[config.mk]
export PLATFORM = sky130hd
export DESIGN_NAME = bfp_exponent_ctrl
export DESIGN_NICKNAME = d
export VERILOG_FILES = /design/src/rtl/bfp_exponent_ctrl.sv
export SDC_FILE = /design/constraint.sdc
export NUM_CORES = 1
export LEC_CHECK = 0
export ABC_AREA = 1
export CAP_MARGIN = 30
export CORE_ASPECT_RATIO = 0.5
export CORE_UTILIZATION = 50
export CTS_BUF_LIST = sky130_fd_sc_hd__clkbuf_4 sky130_fd_sc_hd__clkbuf_8 sky130_fd_sc_hd__clkbuf_16
export CTS_CLUSTER_DIAMETER = 50
export DETAILED_ROUTE_END_ITERATION = 7
export MAX_ROUTING_LAYER = met4
export PLACE_DENSITY = 0.8
export SYNTH_ARGS = -nofsm -noshare
export SYNTH_HDL_FRONTEND = slang
export SYNTH_SLANG_ARGS = --single-unit
[constraint.sdc]
create_clock -name clk -period 3.3 [get_ports clk]
set_input_delay 0.495 -clock clk [delete_from_list [all_inputs] [get_ports clk]]
set_output_delay 0.495 -clock clk [all_outputs]
set_load 0.02 [all_outputs]
[src/rtl/bfp_exponent_ctrl.sv]
// Block-floating-point exponent scheduler for the FFT datapath.
// The block watches each butterfly output in a stage and tracks the widest sample.
// At every stage boundary it programs the width code for the shifter and adds the
// implied left shift to the frame's block exponent. After the last stage it offers
// the exponent downstream.
// Optional macro BFP_HEADROOM_FLAG_EN adds the sticky headroom_lost output. That flag
// is set when the width clamp engaged and no guard headroom was reserved.
// Handshake: a sample transfers on a clock edge where obs_valid && obs_ready.
// The exponent transfers on a clock edge where exp_valid && exp_ready. exp_valid and
// block_exponent hold steady until that transfer.
module bfp_exponent_ctrl #(
    parameter int FFT_DW            = 16,
    parameter int FFT_MAX_BIT_WIDTH = 5,
    parameter int FFT_STAGES        = 10,
    parameter int GUARD_BITS        = 1,
    parameter int EXP_W             = 6
) (
    input  logic                              clk,
    input  logic                              rst_n,
    input  logic                              frame_start,
    input  logic                              obs_valid,
    input  logic [FFT_DW-1:0]                 obs_data,
    input  logic                              stage_done,
    output logic                              obs_ready,
    output logic [FFT_MAX_BIT_WIDTH-1:0]      current_variable_bit_width,
    output logic                              width_update,
    output logic [$clog2(FFT_STAGES+1)-1:0]   stage_idx,
    output logic [EXP_W-1:0]                  block_exponent,
    output logic                              exp_valid,
    input  logic                              exp_ready,
`ifdef BFP_HEADROOM_FLAG_EN
    output logic                              headroom_lost,
`endif
    output logic [1:0]                        dbg_state
);

    localparam int MW_W   = $clog2(FFT_DW + 1);
    localparam int CW     = MW_W + 1;
    localparam int SIDX_W = $clog2(FFT_STAGES + 1);
    localparam logic [FFT_DW-1:0] MOST_NEG = {1'b1, {(FFT_DW-1){1'b0}}};

    typedef enum logic [1:0] {IDLE = 2'd0, RUN = 2'd1, APPLY = 2'd2, DONE = 2'd3} state_t;

    state_t              state, state_nxt;
    logic [MW_W-1:0]     max_w;
    logic [MW_W-1:0]     samp_w;
    logic [FFT_DW-1:0]   mag;
    logic                restart;
    logic                accept;
    logic                clamp;
    logic [CW-1:0]       grown;
    logic [CW-1:0]       new_w;
    logic [CW-1:0]       shift_amt;
    logic [EXP_W:0]      exp_sum;
    logic [EXP_W-1:0]    exp_sat;
    logic [SIDX_W-1:0]   idx_nxt;

    assign obs_ready = (state == RUN);
    assign exp_valid = (state == DONE);
    assign dbg_state = state;

    // A new frame aborts any frame in progress. The only exception is DONE, where the
    // pending exponent must first be handed off.
    assign restart = frame_start && (state != DONE);
    assign accept  = obs_valid && obs_ready && !frame_start;

    // Significant width of the incoming sample. A negative value is measured on its
    // complement. The most-negative value is the only one that needs every bit.
    always_comb begin
        mag    = obs_data[FFT_DW-1] ? ~obs_data : obs_data;
        samp_w = '0;
        if (obs_data == MOST_NEG) begin
            samp_w = MW_W'(FFT_DW);
        end else begin
            for (int i = 0; i < FFT_DW; i++) begin
                if (mag[i]) samp_w = MW_W'(i + 1);
            end
        end
    end

    // Stage result: grow by the guard bits, clamp to the shifter range, and derive the
    // left shift the shifter will apply at that width.
    always_comb begin
        grown     = CW'(max_w) + CW'(GUARD_BITS);
        clamp     = grown > CW'(FFT_DW - 1);
        new_w     = '0;
        shift_amt = '0;
        if (max_w != '0) begin
            new_w     = clamp ? CW'(FFT_DW - 1) : grown;
            shift_amt = CW'(FFT_DW - 1) - new_w;
        end
        exp_sum = (EXP_W+1)'(block_exponent) + (EXP_W+1)'(shift_amt);
        exp_sat = exp_sum[EXP_W] ? {EXP_W{1'b1}} : exp_sum[EXP_W-1:0];
        idx_nxt = stage_idx + SIDX_W'(1);
    end

    // State register.
    always_ff @(posedge clk) begin
        if (!rst_n) state <= IDLE;
        else        state <= state_nxt;
    end

    // Next-state logic. frame_start takes priority over stage_done.
    always_comb begin
        state_nxt = state;
        case (state)
            IDLE:    if (frame_start) state_nxt = RUN;
            RUN:     if (frame_start) state_nxt = RUN;
                     else if (stage_done) state_nxt = APPLY;
            APPLY:   if (frame_start) state_nxt = RUN;
                     else if (idx_nxt == SIDX_W'(FFT_STAGES)) state_nxt = DONE;
                     else state_nxt = RUN;
            DONE:    if (exp_ready) state_nxt = IDLE;
            default: state_nxt = IDLE;
        endcase
    end

    // Datapath: track max width in RUN, commit the stage result in APPLY, and clear
    // everything on a frame restart.
    always_ff @(posedge clk) begin
        if (!rst_n) begin
            max_w                      <= '0;
            stage_idx                  <= '0;
            block_exponent             <= '0;
            current_variable_bit_width <= '0;
            width_update               <= 1'b0;
`ifdef BFP_HEADROOM_FLAG_EN
            headroom_lost              <= 1'b0;
`endif
        end else begin
            width_update <= 1'b0;
            if (restart) begin
                max_w                      <= '0;
                stage_idx                  <= '0;
                block_exponent             <= '0;
                current_variable_bit_width <= '0;
`ifdef BFP_HEADROOM_FLAG_EN
                headroom_lost              <= 1'b0;
`endif
            end else if (state == RUN) begin
                if (accept && (samp_w > max_w)) max_w <= samp_w;
            end else if (state == APPLY) begin
                current_variable_bit_width <= FFT_MAX_BIT_WIDTH'(new_w);
                width_update               <= 1'b1;
                block_exponent             <= exp_sat;
                stage_idx                  <= idx_nxt;
                max_w                      <= '0;
`ifdef BFP_HEADROOM_FLAG_EN
                if (clamp) headroom_lost <= 1'b1;
`endif
            end
        end
    end

endmodule
======== After elaboration in Yosys (flattened, before gate mapping) ========
Index checks and enable logic that the tools add are counted.
storage, ports and cells
  flip-flop bits (word level) ............. 23
  input port bits ......................... 22
  logic and storage cells ................. 71
  output and inout bits ................... 20
operators by class
  bitwise logic cells ..................... 3
  eq/ne operators ......................... 10
  $add $sub $neg .......................... 4
  reductions and logical operators ........ 13
  muxes and demuxes ....................... 33
  order comparisons ....................... 2
operators with widths
  operator                                                        count
  two-way mux 5 bit                                               20
  two-way mux 6 bit                                               3
  equality test 16 bit (second input constant)                    1
  two-way mux 16 bit                                              1
  NOT 16 bit                                                      1
  two-way mux 2 bit                                               6
  case mux 2 bit (4 select lines)                                 1
  adder 6 x 6 -> 7 bit                                            1
  adder 5 x 1 -> 6 bit (second input constant)                    1
  greater-than comparator 6 x 4 -> 1 bit (second input constant)  1
  subtractor 4 x 6 -> 6 bit (first input constant)                1
  greater-than comparator 5 bit                                   1
  nonzero test 5 bit                                              1
  adder 4 x 1 -> 4 bit (second input constant)                    1
  equality test 2 bit (second input constant)                     2
  equality test 4 bit (second input constant)                     1
  logical AND 1 bit                                               4
  inequality test 2 x 1 -> 1 bit (second input constant)          2
  inequality test 2 bit (second input constant)                   2
  AND reduction 2 bit                                             2
  inequality test 3 bit (second input constant)                   1
  AND reduction 3 bit                                             1
  OR reduction 3 bit                                              1
  equality test 2 x 1 -> 1 bit (second input constant)            1
  6 further kinds                                                 8

======== Longest topological paths before layout ========
  depth in word-level cells ............... 23
  mapped depth ............................ 27
  mapped depth without buffers ............ 26

======== Worst setup path before layout ========
Ideal clock, no wire load.
  path kind ............................... input to register
  start ................................... input obs_data[15]
  end ..................................... register max_w[2]
  library setup time ...................... 0.067 ns
  buffers on the path ..................... 2
  arrival ................................. 2.566 ns
  data required time ...................... 3.233 ns
  slack ................................... 0.666 ns
  stages on the path ...................... 18
  cells stage by stage .................... buf_6 > buf_12 > xnor2_1 > and2_1 > nand3_2 > a41oi_2 > nor2_1 > nor2_4 > ha_1 > nand2_1 > inv_1 > o21bai_1 > a32oi_1 > nand3_1 > inv_2 > nor2_1 > nand2_1 > a21oi_2
between the ends
  cells in the longest elaborated chain, start to end .. 22
  elaborated cells between the ends (all ways) .. 26
ends and longest elaborated chain
  what                                      line  source
  start: declaration                        22    input logic [FFT_DW-1:0] obs_data,
  two-way mux 16 bit                        70    mag = obs_data[FFT_DW-1] ? ~obs_data : obs_data;
  two-way mux 1 bit                         76    if (mag[i]) samp_w = MW_W'(i + 1);
  two-way mux 5 bit (15 in series)          76
  two-way mux 5 bit (*)                     72    if (obs_data == MOST_NEG) begin
  greater-than comparator 5 bit             141   if (accept && (samp_w > max_w)) max_w <= samp_w;
  logical AND 1 bit                         141
  inequality test 2 x 1 -> 1 bit (no line)  n/a
  AND reduction 2 bit (no line)             n/a
  end signal: assignment                    141
  end: declaration                          45    logic [MW_W-1:0] max_w;
Every way passes the cells marked *; elsewhere a longest branch is shown, timed or not. The select of a mux whose other input is x is not followed.
A chain may end at the register's enable or synchronous reset.

======== Worst setup path after layout ========
  start ................................... register max_w[0]
  end ..................................... register block_exponent[0]
between the ends
  cells in the longest elaborated chain, start to end .. 7
  elaborated cells between the ends (all ways) .. 8
ends and longest elaborated chain
  what                                    line  source
  adder 5 x 1 -> 6 bit                    84    grown = CW'(max_w) + CW'(GUARD_BITS);
  greater-than comparator 6 x 4 -> 1 bit  85    clamp = grown > CW'(FFT_DW - 1);
  two-way mux 6 bit                       89    new_w = clamp ? CW'(FFT_DW - 1) : grown;
  subtractor 4 x 6 -> 6 bit               90    shift_amt = CW'(FFT_DW - 1) - new_w;
  two-way mux 6 bit (*)                   88    if (max_w != '0) begin
  adder 6 x 6 -> 7 bit (*)                92    exp_sum = (EXP_W+1)'(block_exponent) + (EXP_W+1)'(shift_amt);
  two-way mux 6 bit (*)                   93    exp_sat = exp_sum[EXP_W] ? {EXP_W{1'b1}} : exp_sum[EXP_W-1:0];
  end signal: assignment                  145   block_exponent <= exp_sat;
  end: declaration                        28    output logic [EXP_W-1:0] block_exponent,
Every way passes the cells marked *; elsewhere a longest branch is shown, timed or not.

==> impl_metrics.yaml <==
finish:
  insertedDiodeCount: 0
  final_util_pct: 73.22
  fillCellCount: 263
  num-nets-final: 351
  syn_to_final_growth_pct: 30.10
  drive_above_1_share_pct: 10.93
  multi_input_area_um2: 1136
  regArea_um2: 461.7
sta:
  drv_slew: 0
  period_needed_ps: 2941
  rsz0062_at_grt: "no"
  hold_viol: 0
  max_freq_mhz: 340.0
  timing.final.ws_setup_ps: 358.8
  setup_tns_ps: 0
  finClkSkew_ps: 5.235
  timing.final.crit_share_pct: 89.13
  setup-violations-final: 0
route:
  vias: 1785
  drt_pass1_iterations: 4
  wl_per_cell_um: 11.19
  drt_iter0_drc: 77
  routed_wl_mm: 4.019
  drc: 0
  wl_met2_mm: 1.910
  routed_via_density: 4.972
  wl_met1_mm: 1.931
  routed-wl-met3_um: 149
  top_layer: "met4"
  antenna_left: 0
worst_setup_path:
  critPathCaptureType: "flip-flop"
  worst-path-stages: 23
  critical_path_buf_inv_count: 8
  crit_top_cell: "inv_1"
  cpLargestDelayFamily: "compound AO/OA/AOI/OAI gates"
  path_class: "reg -> reg"
  crit_chain: "ha_1 > nand2_1 > inv_1 > nand2_1 > nand2_1 > inv_1 > a21oi_1 > inv_2 > nand2_1 > nor2_1 > ha_1 > inv_1 > fa_1 > inv_1 > a21o_1 > a21oi_1 > nor2_1 > inv_1 > a21oi_1 > nor3_4 > inv_2 > o221ai_1 > inv_2"
  critPathSlowestCell: "dfxtp_2"
  reg2reg_depth: 23
  critPathMaxStageDelay_ps: 380
  startpoint_type: "flip-flop"
  r2r_slack_ps: 360
  critPathRequiredTime_ps: 3480
  path_max_fanout: 5
  cp_data_arrival_time_ps: 3120
clocking:
  cts_root_buffer: "clkbuf_8"
  cts_buffer_depth: 2
  post_cts_resized: 0
  cts_tree: "done"
  post_cts_buffers: 0
  cts_sinks: 23
  ctsHoldBuffers: 0
  clk_pin_slew_ps: 90
  cts-buffers-inserted: 3
  clock_latency_ps: 280
  htree_levels: 1
die:
  core-area_um2: 3206
  start_util_pct: 56.28
  fp-row-count: 14
  die_area_um2: 3867
  fp.dieW_um: 86.95
  ios: 42
  die_y_um: 44.48
global_route:
  antenna_found_initial: 0
  track_usage_pct: 23.93
  first_global_vias: 1672
  grt_max_degree: 19
  grt_pass1_wl_mm: 7.065
  overflow: 0
placed_design:
  gp_congestion: 0.8792
  place_ws_ps: 42.74
  port_buffers: 41
  hpwl_mm: 3.269
logic_synthesis:
  synth_area_per_cell_um2: 6.860
  netlist-cell-type-count: 40
  ys_ff_latch: 23
  postSynthCellCount: 263
  synth_area_um2: 1804
  synth-seq-area-share_pct: 25.52
  yosys_warnings: 0
run_status:
  status: "finished clean"
pwr:
  vdd_drop_max_uv: 144.2
  cellLeakagePower_nw: 1.033
  p_per_area_nw_per_um2: 266.4
flow_run:
  cap_violations: 0
worst_hold_path:
  hp-class: "reg -> reg"
  min_path_cells: 2
## report_power, final
group          switching (mW)  leakage [nW]  internal (mW)
Sequential            0.00367         0.186          0.281
Combinational          0.0813         0.821         0.0727
Clock                   0.102        0.0255         0.0848
## worst reg2reg max path, cell delays in order, from the launching register on
cell	delay [ps]
dfxtp_2	380
ha_1	180
nand2_1	50
inv_1	70
nand2_1	70
nand2_1	70
inv_1	50
a21oi_1	180
inv_2	50
nand2_1	80
nor2_1	50
ha_1	190
inv_1	80
fa_1	210
inv_1	50
a21o_1	160
a21oi_1	190
nor2_1	60
inv_1	80
a21oi_1	100
nor3_4	230
inv_2	60
o221ai_1	180
inv_2	40
## stage by stage
| step | hold slack (ps) | cells | cell area [µm²] | power (mW) |
|---|---|---|---|---|
| 6_report | 448.2 | 359 | 2347 | 0.6253 |
| 5_1_grt | 496.6 | 359 | 2347 | 0.6557 |
| 4_1_cts | 450.1 | 359 | 2337 | 0.6277 |
| 3_5_place_dp | 436.2 | 355 | 2291 | 0.4429 |
| 3_3_place_gp | 445.4 | 355 | 2291 | 0.4376 |
| 2_1_floorplan | 440.4 | 264 | 1808 | 0.3850 |
## per-layer routing
metal  global-route usage [%]  vias to the layer above
li1                         -                      933
met1                    28.56                      805
met3                    4.291                        5
met2                    42.83                       42
met4                    5.333                        0
met5                        -                        -
## Yosys cell counts (all sizes together)
library cell	instances	area [µm²]
and3	1	6.260
o211ai	2	15.01
and2	3	18.77
a31oi	2	18.77
a41oi	1	16.27
nor2	31	126.4
a32oi	1	8.760
inv	46	172.7
buf	3	36.28
dfxtp	23	460.4
o21bai	1	7.510
nor3	4	25.02
nor4	4	25.02
o21a	1	7.510
ha	16	200.2
clkbuf	3	11.26
xnor2	12	120.1
o21ai	10	50.05
a21oi	21	108.9
nand2	57	216.5
nand4	3	18.77
o221ai	1	8.760
a21o	1	7.510
nand3	9	50.05
fa	1	20.02
a311oi	1	8.760
conb	1	3.750
xor2	4	35.03
## final timing paths
kind                                                     from                             to
worst max-delay path                                 max_w[0]              block_exponent[0]
worst min-delay path            current_variable_bit_width[4]  current_variable_bit_width[4]
worst max register to register                       max_w[0]              block_exponent[0]
worst min register to register  current_variable_bit_width[4]  current_variable_bit_width[4]
## layout make-up
cell class              count  area share, %
clock buffers               3          1.759
clock inverters             1         0.2132
inverters                  46          7.356
multi-input cells         189          48.40
flip-flops and latches     23          19.67
well taps                  48          2.559
repair buffers             49          20.04
## sequential cells by signal (all words and copies together) (netlist names)
signal	flops
max_w	5
stage_idx	4
dbg_state	2
width_update	1
current_variable_bit_width	5
block_exponent	6
## placed cells by master, fill, tap and decap left out, types with 2 or more instances in the layout
master / n
xnor2_2: 2
o21ai_1: 2
inv_1: 36
and2_1: 3
xor2_1: 4
clkdlybuf4s50_1: 41
nor2_1: 28
dfxtp_1: 22
nor2_2: 2
nand3_1: 8
buf_4: 8
o21ai_0: 8
conb_1: 2
o211ai_1: 2
xnor2_1: 10
nand4_1: 3
nand2_1: 56
inv_2: 10
nor3_1: 3
ha_1: 16
nor4_1: 4
clkbuf_8: 3
a21oi_1: 20
## kinds of logic after synthesis
family / synth area share, %
xor+xnor: 8.599
buf+inv: 12.21
fa+ha+maj: 12.21
compound gates: 14.29
other cells: 0.2078
simple gates: 26.98
flops: 25.52
Power figures use the tool's default switching activity.
